[config.mk]
export PLATFORM = sky130hd
export DESIGN_NAME = mem_port_arbiter_flat
export DESIGN_NICKNAME = d
export VERILOG_FILES = /design/src/rtl/mem_port_arbiter_if.sv /design/src/rtl/mem_port_arbiter.sv /design/src/flat_wrapper.sv
export SDC_FILE = /design/constraint.sdc
export NUM_CORES = 1
export LEC_CHECK = 0
export CAP_MARGIN = 20
export CORE_MARGIN = 4
export CORE_UTILIZATION = 55
export DETAILED_ROUTE_END_ITERATION = 16
export DONT_BUFFER_PORTS = 1
export PLACE_DENSITY_LB_ADDON = 0.3
export SLEW_MARGIN = 20
export SYNTH_ARGS = -nofsm -noshare
export SYNTH_HDL_FRONTEND = slang
export SYNTH_SLANG_ARGS = --single-unit
[constraint.sdc]
create_clock -name CLK -period 1.97 [get_ports CLK]
set_input_delay 0.197 -clock CLK [delete_from_list [all_inputs] [get_ports CLK]]
set_output_delay 0.197 -clock CLK [all_outputs]
set_load 0.02 [all_outputs]
[src/rtl/mem_port_arbiter_if.sv]
// -----------------------------------------------------------------------------
// mem_port_arbiter_if
// Bundles everything that crosses the arbiter boundary: the I-side fetch
// request, the D-side load/store request, the shared RAM port and the status
// flags. Signal names follow the CPU/RAM naming used elsewhere in the core.
//
// Modports
//   slave  : the arbiter's view (requests and RAM responses in, strobes out)
//   master : the environment's view (CPU stages + RAM model), mirror image
// -----------------------------------------------------------------------------
interface mem_port_arbiter_if #(
  parameter int ADDR_W = 32,
  parameter int DATA_W = 32
);
  // I-side fetch
  logic              iREN;
  logic [ADDR_W-1:0] iaddr;
  logic [DATA_W-1:0] iload;
  logic              ihit;
  // D-side load/store
  logic              dREN;
  logic              dWEN;
  logic [ADDR_W-1:0] daddr;
  logic [DATA_W-1:0] dstore;
  logic [DATA_W-1:0] dload;
  logic              dhit;
  // Shared RAM port
  logic              ram_ren;
  logic              ram_wen;
  logic [ADDR_W-1:0] ram_addr;
  logic [DATA_W-1:0] ram_store;
  logic [DATA_W-1:0] ram_load;
  logic              ram_ready;
  // Status
  logic              busy;
  logic              grant_d;
  logic              err;

  modport slave (
    input  iREN, iaddr, dREN, dWEN, daddr, dstore, ram_load, ram_ready,
    output iload, ihit, dload, dhit, ram_ren, ram_wen, ram_addr, ram_store,
           busy, grant_d, err
  );

  modport master (
    output iREN, iaddr, dREN, dWEN, daddr, dstore, ram_load, ram_ready,
    input  iload, ihit, dload, dhit, ram_ren, ram_wen, ram_addr, ram_store,
           busy, grant_d, err
  );
endinterface

[src/rtl/mem_port_arbiter.sv]
// -----------------------------------------------------------------------------
// mem_port_arbiter
// Shares the single RAM port between instruction fetch (I-side) and the
// datapath load/store path (D-side). Each access is sequenced through
// IDLE -> IACC/DACC -> IDLE; RAM strobes come from latched request values so
// they stay stable until ram_ready. Completion is reported the same cycle as
// ram_ready with a one-cycle ihit/dhit pulse, and a starvation counter forces
// an I grant after STARVE_MAX consecutive D grants with a fetch waiting.
//
// Ports
//   CLK   : clock, all state updates on the rising edge
//   nRST  : asynchronous active-low reset
//   bus   : mem_port_arbiter_if.slave (requests, RAM port, busy/grant_d/err)
// -----------------------------------------------------------------------------
module mem_port_arbiter #(
  parameter int ADDR_W     = 32,
  parameter int DATA_W     = 32,
  parameter int STARVE_MAX = 4,
  parameter int TIMEOUT    = 64
) (
  input  logic                  CLK,
  input  logic                  nRST,
  mem_port_arbiter_if.slave     bus
);

  localparam logic [1:0] ST_IDLE = 2'd0;
  localparam logic [1:0] ST_IACC = 2'd1;
  localparam logic [1:0] ST_DACC = 2'd2;

  // Wait counter saturates one past the timeout value so the error compare
  // matches exactly once per access no matter how long the RAM stalls.
  localparam int              WAIT_W     = $clog2(TIMEOUT + 1);
  localparam logic [WAIT_W-1:0] WAIT_LAST = WAIT_W'(TIMEOUT - 1);
  localparam logic [WAIT_W-1:0] WAIT_SAT  = WAIT_W'(TIMEOUT);
  localparam logic [3:0]        STARVE_LIM = 4'(STARVE_MAX);

  logic [1:0]        r_state;
  logic [1:0]        w_state_nxt;
  logic [3:0]        r_starve_cnt;
  logic [WAIT_W-1:0] r_wait_cnt;
  logic [ADDR_W-1:0] r_addr;
  logic [DATA_W-1:0] r_store;
  logic              r_op_write;
  logic              r_grant_d;
  logic [DATA_W-1:0] r_iload;
  logic [DATA_W-1:0] r_dload;

  logic w_idle;
  logic w_in_iacc;
  logic w_in_dacc;
  logic w_d_pend;
  logic w_force_i;
  logic w_grant_d;
  logic w_grant_i;
  logic w_ihit;
  logic w_dhit;
  logic w_dual_err;
  logic w_timeout_err;

  // Arbitration and completion decode for the current cycle.
  always_comb begin
    w_idle        = (r_state == ST_IDLE);
    w_in_iacc     = (r_state == ST_IACC);
    w_in_dacc     = (r_state == ST_DACC);
    w_d_pend      = bus.dREN | bus.dWEN;
    // Fetch has waited through STARVE_MAX back-to-back D grants: it goes next.
    w_force_i     = (r_starve_cnt == STARVE_LIM) & bus.iREN;
    w_grant_d     = w_idle & w_d_pend & ~w_force_i;
    w_grant_i     = w_idle & ~w_grant_d & bus.iREN;
    // ram_ready is only meaningful while an access is outstanding.
    w_ihit        = w_in_iacc & bus.ram_ready;
    w_dhit        = w_in_dacc & bus.ram_ready;
    w_dual_err    = w_grant_d & bus.dREN & bus.dWEN;
    w_timeout_err = ~w_idle & ~bus.ram_ready & (r_wait_cnt == WAIT_LAST);
  end

  // Next-state logic.
  always_comb begin
    w_state_nxt = r_state;
    case (r_state)
      ST_IDLE: begin
        if (w_grant_d) begin
          w_state_nxt = ST_DACC;
        end else if (w_grant_i) begin
          w_state_nxt = ST_IACC;
        end else begin
          w_state_nxt = ST_IDLE;
        end
      end
      ST_IACC, ST_DACC: begin
        // Always return through IDLE so requesters can drop or advance.
        if (bus.ram_ready) begin
          w_state_nxt = ST_IDLE;
        end else begin
          w_state_nxt = r_state;
        end
      end
      default: w_state_nxt = ST_IDLE;
    endcase
  end

  // State register.
  always_ff @(posedge CLK or negedge nRST) begin
    if (!nRST) begin
      r_state <= ST_IDLE;
    end else begin
      r_state <= w_state_nxt;
    end
  end

  // Starvation counter: counts D grants taken while a fetch was waiting.
  always_ff @(posedge CLK or negedge nRST) begin
    if (!nRST) begin
      r_starve_cnt <= 4'd0;
    end else if (w_grant_d) begin
      if (bus.iREN) begin
        if (r_starve_cnt != STARVE_LIM) begin
          r_starve_cnt <= r_starve_cnt + 4'd1;
        end else begin
          r_starve_cnt <= r_starve_cnt;
        end
      end else begin
        r_starve_cnt <= 4'd0;
      end
    end else if (w_grant_i) begin
      r_starve_cnt <= 4'd0;
    end else begin
      r_starve_cnt <= r_starve_cnt;
    end
  end

  // Access wait counter; zero in IDLE so each access starts counting at 0.
  always_ff @(posedge CLK or negedge nRST) begin
    if (!nRST) begin
      r_wait_cnt <= '0;
    end else if (w_idle || bus.ram_ready) begin
      r_wait_cnt <= '0;
    end else if (r_wait_cnt != WAIT_SAT) begin
      r_wait_cnt <= r_wait_cnt + WAIT_W'(1);
    end else begin
      r_wait_cnt <= r_wait_cnt;
    end
  end

  // Request latches and owner flag, captured in the grant cycle.
  always_ff @(posedge CLK or negedge nRST) begin
    if (!nRST) begin
      r_addr     <= '0;
      r_store    <= '0;
      r_op_write <= 1'b0;
      r_grant_d  <= 1'b0;
    end else if (w_grant_d) begin
      r_addr     <= bus.daddr;
      r_store    <= bus.dstore;
      r_op_write <= bus.dWEN;   // dREN&dWEN together is a write
      r_grant_d  <= 1'b1;
    end else if (w_grant_i) begin
      r_addr     <= bus.iaddr;
      r_store    <= r_store;
      r_op_write <= 1'b0;
      r_grant_d  <= 1'b0;
    end else begin
      r_addr     <= r_addr;
      r_store    <= r_store;
      r_op_write <= r_op_write;
      r_grant_d  <= r_grant_d;
    end
  end

  // Hold the last returned word for each side between completions.
  always_ff @(posedge CLK or negedge nRST) begin
    if (!nRST) begin
      r_iload <= '0;
      r_dload <= '0;
    end else begin
      if (w_ihit) begin
        r_iload <= bus.ram_load;
      end else begin
        r_iload <= r_iload;
      end
      if (w_dhit) begin
        r_dload <= bus.ram_load;
      end else begin
        r_dload <= r_dload;
      end
    end
  end

  // RAM port drive, sourced only from the latches.
  always_comb begin
    bus.ram_ren   = 1'b0;
    bus.ram_wen   = 1'b0;
    bus.ram_addr  = '0;
    bus.ram_store = '0;
    case (r_state)
      ST_IACC: begin
        bus.ram_ren  = 1'b1;
        bus.ram_addr = r_addr;
      end
      ST_DACC: begin
        bus.ram_ren   = ~r_op_write;
        bus.ram_wen   = r_op_write;
        bus.ram_addr  = r_addr;
        bus.ram_store = r_store;
      end
      default: begin
        bus.ram_ren   = 1'b0;
        bus.ram_wen   = 1'b0;
        bus.ram_addr  = '0;
        bus.ram_store = '0;
      end
    endcase
  end

  // Requester-facing results: data passes through on the hit cycle.
  assign bus.ihit    = w_ihit;
  assign bus.dhit    = w_dhit;
  assign bus.iload   = w_ihit ? bus.ram_load : r_iload;
  assign bus.dload   = w_dhit ? bus.ram_load : r_dload;
  assign bus.busy    = ~w_idle;
  assign bus.grant_d = r_grant_d;
  assign bus.err     = w_dual_err | w_timeout_err;

endmodule

[src/flat_wrapper.sv]
// flat-port wrapper written by rule: the top's interface ports become plain ports
module mem_port_arbiter_flat 
#(
  parameter int ADDR_W     = 32,
  parameter int DATA_W     = 32,
  parameter int STARVE_MAX = 4,
  parameter int TIMEOUT    = 64
)
  (CLK, nRST, bus_iREN, bus_iaddr, bus_dREN, bus_dWEN, bus_daddr, bus_dstore, bus_ram_load, bus_ram_ready, bus_iload, bus_ihit, bus_dload, bus_dhit, bus_ram_ren, bus_ram_wen, bus_ram_addr, bus_ram_store, bus_busy, bus_grant_d, bus_err);
  mem_port_arbiter_if #(.ADDR_W(ADDR_W), .DATA_W(DATA_W)) bus_i ();
  input  logic CLK;
  input  logic nRST;
  input wire logic [$bits(bus_i.iREN)-1:0] bus_iREN;
  input wire logic [$bits(bus_i.iaddr)-1:0] bus_iaddr;
  input wire logic [$bits(bus_i.dREN)-1:0] bus_dREN;
  input wire logic [$bits(bus_i.dWEN)-1:0] bus_dWEN;
  input wire logic [$bits(bus_i.daddr)-1:0] bus_daddr;
  input wire logic [$bits(bus_i.dstore)-1:0] bus_dstore;
  input wire logic [$bits(bus_i.ram_load)-1:0] bus_ram_load;
  input wire logic [$bits(bus_i.ram_ready)-1:0] bus_ram_ready;
  output wire logic [$bits(bus_i.iload)-1:0] bus_iload;
  output wire logic [$bits(bus_i.ihit)-1:0] bus_ihit;
  output wire logic [$bits(bus_i.dload)-1:0] bus_dload;
  output wire logic [$bits(bus_i.dhit)-1:0] bus_dhit;
  output wire logic [$bits(bus_i.ram_ren)-1:0] bus_ram_ren;
  output wire logic [$bits(bus_i.ram_wen)-1:0] bus_ram_wen;
  output wire logic [$bits(bus_i.ram_addr)-1:0] bus_ram_addr;
  output wire logic [$bits(bus_i.ram_store)-1:0] bus_ram_store;
  output wire logic [$bits(bus_i.busy)-1:0] bus_busy;
  output wire logic [$bits(bus_i.grant_d)-1:0] bus_grant_d;
  output wire logic [$bits(bus_i.err)-1:0] bus_err;
  assign bus_i.iREN = bus_iREN;
  assign bus_i.iaddr = bus_iaddr;
  assign bus_i.dREN = bus_dREN;
  assign bus_i.dWEN = bus_dWEN;
  assign bus_i.daddr = bus_daddr;
  assign bus_i.dstore = bus_dstore;
  assign bus_i.ram_load = bus_ram_load;
  assign bus_i.ram_ready = bus_ram_ready;
  assign bus_iload = bus_i.iload;
  assign bus_ihit = bus_i.ihit;
  assign bus_dload = bus_i.dload;
  assign bus_dhit = bus_i.dhit;
  assign bus_ram_ren = bus_i.ram_ren;
  assign bus_ram_wen = bus_i.ram_wen;
  assign bus_ram_addr = bus_i.ram_addr;
  assign bus_ram_store = bus_i.ram_store;
  assign bus_busy = bus_i.busy;
  assign bus_grant_d = bus_i.grant_d;
  assign bus_err = bus_i.err;
  mem_port_arbiter #(.ADDR_W(ADDR_W), .DATA_W(DATA_W), .STARVE_MAX(STARVE_MAX), .TIMEOUT(TIMEOUT)) u_core (.CLK(CLK), .nRST(nRST), .bus(bus_i));
endmodule
==> results.yml <==
global_route:
  antenna_found_initial: 1
  grtUsageTotal: 0.258
  grt_max_degree: 144
  grt-ovfl-total: 0
  grt_pass1_vias: 4760
  grt_pass1_wl_um: 28200
synthesis:
  yosysWarnings: 0
  synth_area_per_cell_sq_um: 14.3
  ys_seq_area_frac: 0.536
  syn_nets: 609
  synth-main-ff-cell: "dfrtp_1"
  ys_ff_latch: 143
  syn_area_sq_um: 6680
  synth.distinct_cells: 36
  syn_inst: 468
  yosysTopAreaCell: "dfrtp_1"
  async_reset_ff_frac: 1.00
  synth_edf_count: 0
  synth.top_cell.area_share: 0.536
  synthTopCellsByArea: "dfrtp_1 54%, mux2_2 17%, mux2_4 12%"
cts:
  h-tree-depth: 4
  clk_latency_ns: 0.41
  clkTransAtPathRegs_ns: 0.06
  cts_hold_buf: 98
  cts_buffer_depth: 2
  cts_sinks: 143
  cts_root_buffer: "clkbuf_16"
  tritoncts: "yes"
  cts-buffers-inserted: 17
worst_hold_path:
  hold_path_class: "input port to async pin"
routing:
  remaining_drc_errors: 0
  antenna_left: 0
  viasPerCell: 5.68
  first_pass_iters: 4
  dr_total_vias: 4255
  wirelength_um: 18200
  wl_per_cell_um: 24.4
  drt_iter0_markers: 294
sta:
  final-hold-violation-count: 143
  whs_ns: -0.524
  rsz0062_at_grt: "true"
  fin_crit_ns: 2.03
  slew_headroom: 0.660
  period_share: 1.03
  finalMaxSlewViolations: 0
  setup_viol: 52
  worstMarginPinSlew_ns: 0.506
  clock.fmax_ghz: 0.494
  fin_skew_ns: 0.00746
  fin_ws_ns: -0.0552
flow_run:
  drv_cap: 0
setup_path:
  crit_type: "flip-flop to primary output"
  crit_chain: "buf_6 > ha_4 > nand2_8 > buf_12 > buf_16 > mux2_4"
  cp_max_fo: 8
  timing.rr.start: "u_core.r_state[1]"
  crit_arrival_ns: 1.83
  reg2reg_to: "u_core.r_addr[3]"
  cp_slowest_cell: "dfrtp_1"
  r2r_setup_slack_ns: 0.06
  crit_family: "flip-flops"
  slowest_delay_ns: 0.40
  end_kind: "primary output"
  critPathRequiredTime_ns: 1.77
  worst-path-stages: 6
  critical_path_buf_inv_count: 3
  start_kind: "flip-flop"
  rr_worst_depth: 7
outcome:
  violations: "negative hold slack, negative setup slack"
  status: "complete, but fails checks"
placed_design:
  dp_hpwl_um: 10600
  numPortBuffers: 0
  dpl_worst_slack_ns: 0.113
  gp_congestion: 0.750
  dp.cells: 600
  postPlaceCellArea_sq_um: 6850
layout:
  num-fill-cells: 612
  final_area_sq_um: 9140
  syn2layout_area_growth_pct: 36.9
  drive_above_1_share: 0.388
  fin_cells: 749
  nets: 734
power:
  p_leak_uw: 0.00433
  p_per_area_nw_per_um2: 1890
  peakVddDrop_mv: 1.16
floorplanning:
  dieArea_sq_um: 14000
  io_pins: 269
  die_w_um: 118
  coreArea_sq_um: 11700
  start_util: 0.572
  die_h_um: 118
  row_count: 39
==> worst max path at each step <==
stage,from,slack [ns],endpoint
after global routing,u_core.r_state[0],-0.12,bus_iload[2]
after detailed placement,u_core.r_starve_cnt[0],0.11,u_core.r_store[19]
final,u_core.r_state[1],-0.06,bus_dload[26]
after global placement,u_core.r_starve_cnt[0],0.18,u_core.r_store[10]
after floorplan,u_core.r_state[0],0.09,bus_err
after CTS,u_core.r_state[1],-0.08,bus_dload[28]
==> layout make-up <==
class                      count  area [sq um]  area share
multi-input combinational    292          3220       0.352
timing repair buffer         130          1500       0.164
clock buffer                  22           474      0.0519
clock inverter                 9           156      0.0171
sequential                   143          3580       0.392
inverter                       9          33.8     0.00370
antenna                        1          2.50    0.000274
tap                          143           179      0.0196
==> cell usage after synthesis, types with 3 or more instances <==
| library cell | number |
|---|---|
| a21oi_1 | 3 |
| and2_1 | 65 |
| buf_2 | 7 |
| buf_6 | 6 |
| clkbuf_1 | 7 |
| dfrtp_1 | 143 |
| ha_1 | 7 |
| inv_1 | 9 |
| mux2_1 | 5 |
| mux2_2 | 101 |
| mux2_4 | 54 |
| nand2_1 | 12 |
| nand3_1 | 4 |
| nor2_1 | 5 |
| nor3_1 | 3 |
| o21ai_0 | 7 |
| or3_1 | 3 |
==> cell usage in the layout, fill, tap and decap left out, types with 7 or more instances in the layout <==
master	n
and2_1	63
buf_4	10
inv_1	7
o21ai_0	7
mux2_4	118
dlygate4sd3_1	98
buf_12	9
dfrtp_1	142
clkbuf_16	19
mux2_2	37
nand2_1	10
==> sequential cells by signal (all words and copies together) (netlist names) <==
name / count
u_core.r_addr: 32
u_core.r_dload: 32
u_core.r_iload: 32
u_core.r_store: 32
u_core.r_wait_cnt: 7
u_core.r_starve_cnt: 4
u_core.r_state: 2
u_core.bus.grant_d: 1
u_core.r_op_write: 1
==> cells by family (layout without fill, tap and decap cells) <==
family | Yosys count | count (layout) | share of synthesized area
XOR/XNOR | 4 | 4 | 0.00525
adder cells (fa/ha/maj) | 7 | 7 | 0.0131
AND/OR/NAND/NOR | 101 | 101 | 0.0916
AO/OA/AOI/OAI | 18 | 18 | 0.0197
other | 0 | 1 | 0
buffers and inverters | 33 | 170 | 0.0311
multiplexers | 162 | 162 | 0.303
flip-flops | 143 | 143 | 0.536
==> stage by stage <==
step / TNS, ns / hold WS (ns) / utilization / total power, uW
2_1_floorplan: 0 / -0.0986 / - / 11200
3_3_place_gp: 0 / -0.0945 / 0.587 / 12000
3_5_place_dp: 0 / -0.0954 / 0.587 / 12300
4_1_cts: -3.01 / -0.541 / 0.777 / 17000
5_1_grt: -5.32 / -0.546 / 0.784 / 18000
6_report: -2.21 / -0.524 / 0.784 / 17300
==> layer usage <==
layer	share of wire	wire length [um]	GRT usage	up-vias
li1	-	-	-	1861
met1	0.38	6960	0.303	2134
met2	0.51	9360	0.439	233
met3	0.085	1550	0.0845	27
met4	0.020	371	0.0989	0
met5	0	0	0	-
==> power by group <==
group          internal, uW  switching, uW
Sequential             4370            701
Clock                  2220           1190
Combinational          4030           4750
==> repair_timing <==
action / in CTS / in global routing
setup buffers: 9 / 4
resized for setup: 89 / 10
hold endpoints to repair: 275 / 143
setup endpoints to repair: 97 / 93
pin swaps: 3 / 2
cloned: 7 / 2
Power figures use the tool's default switching activity.
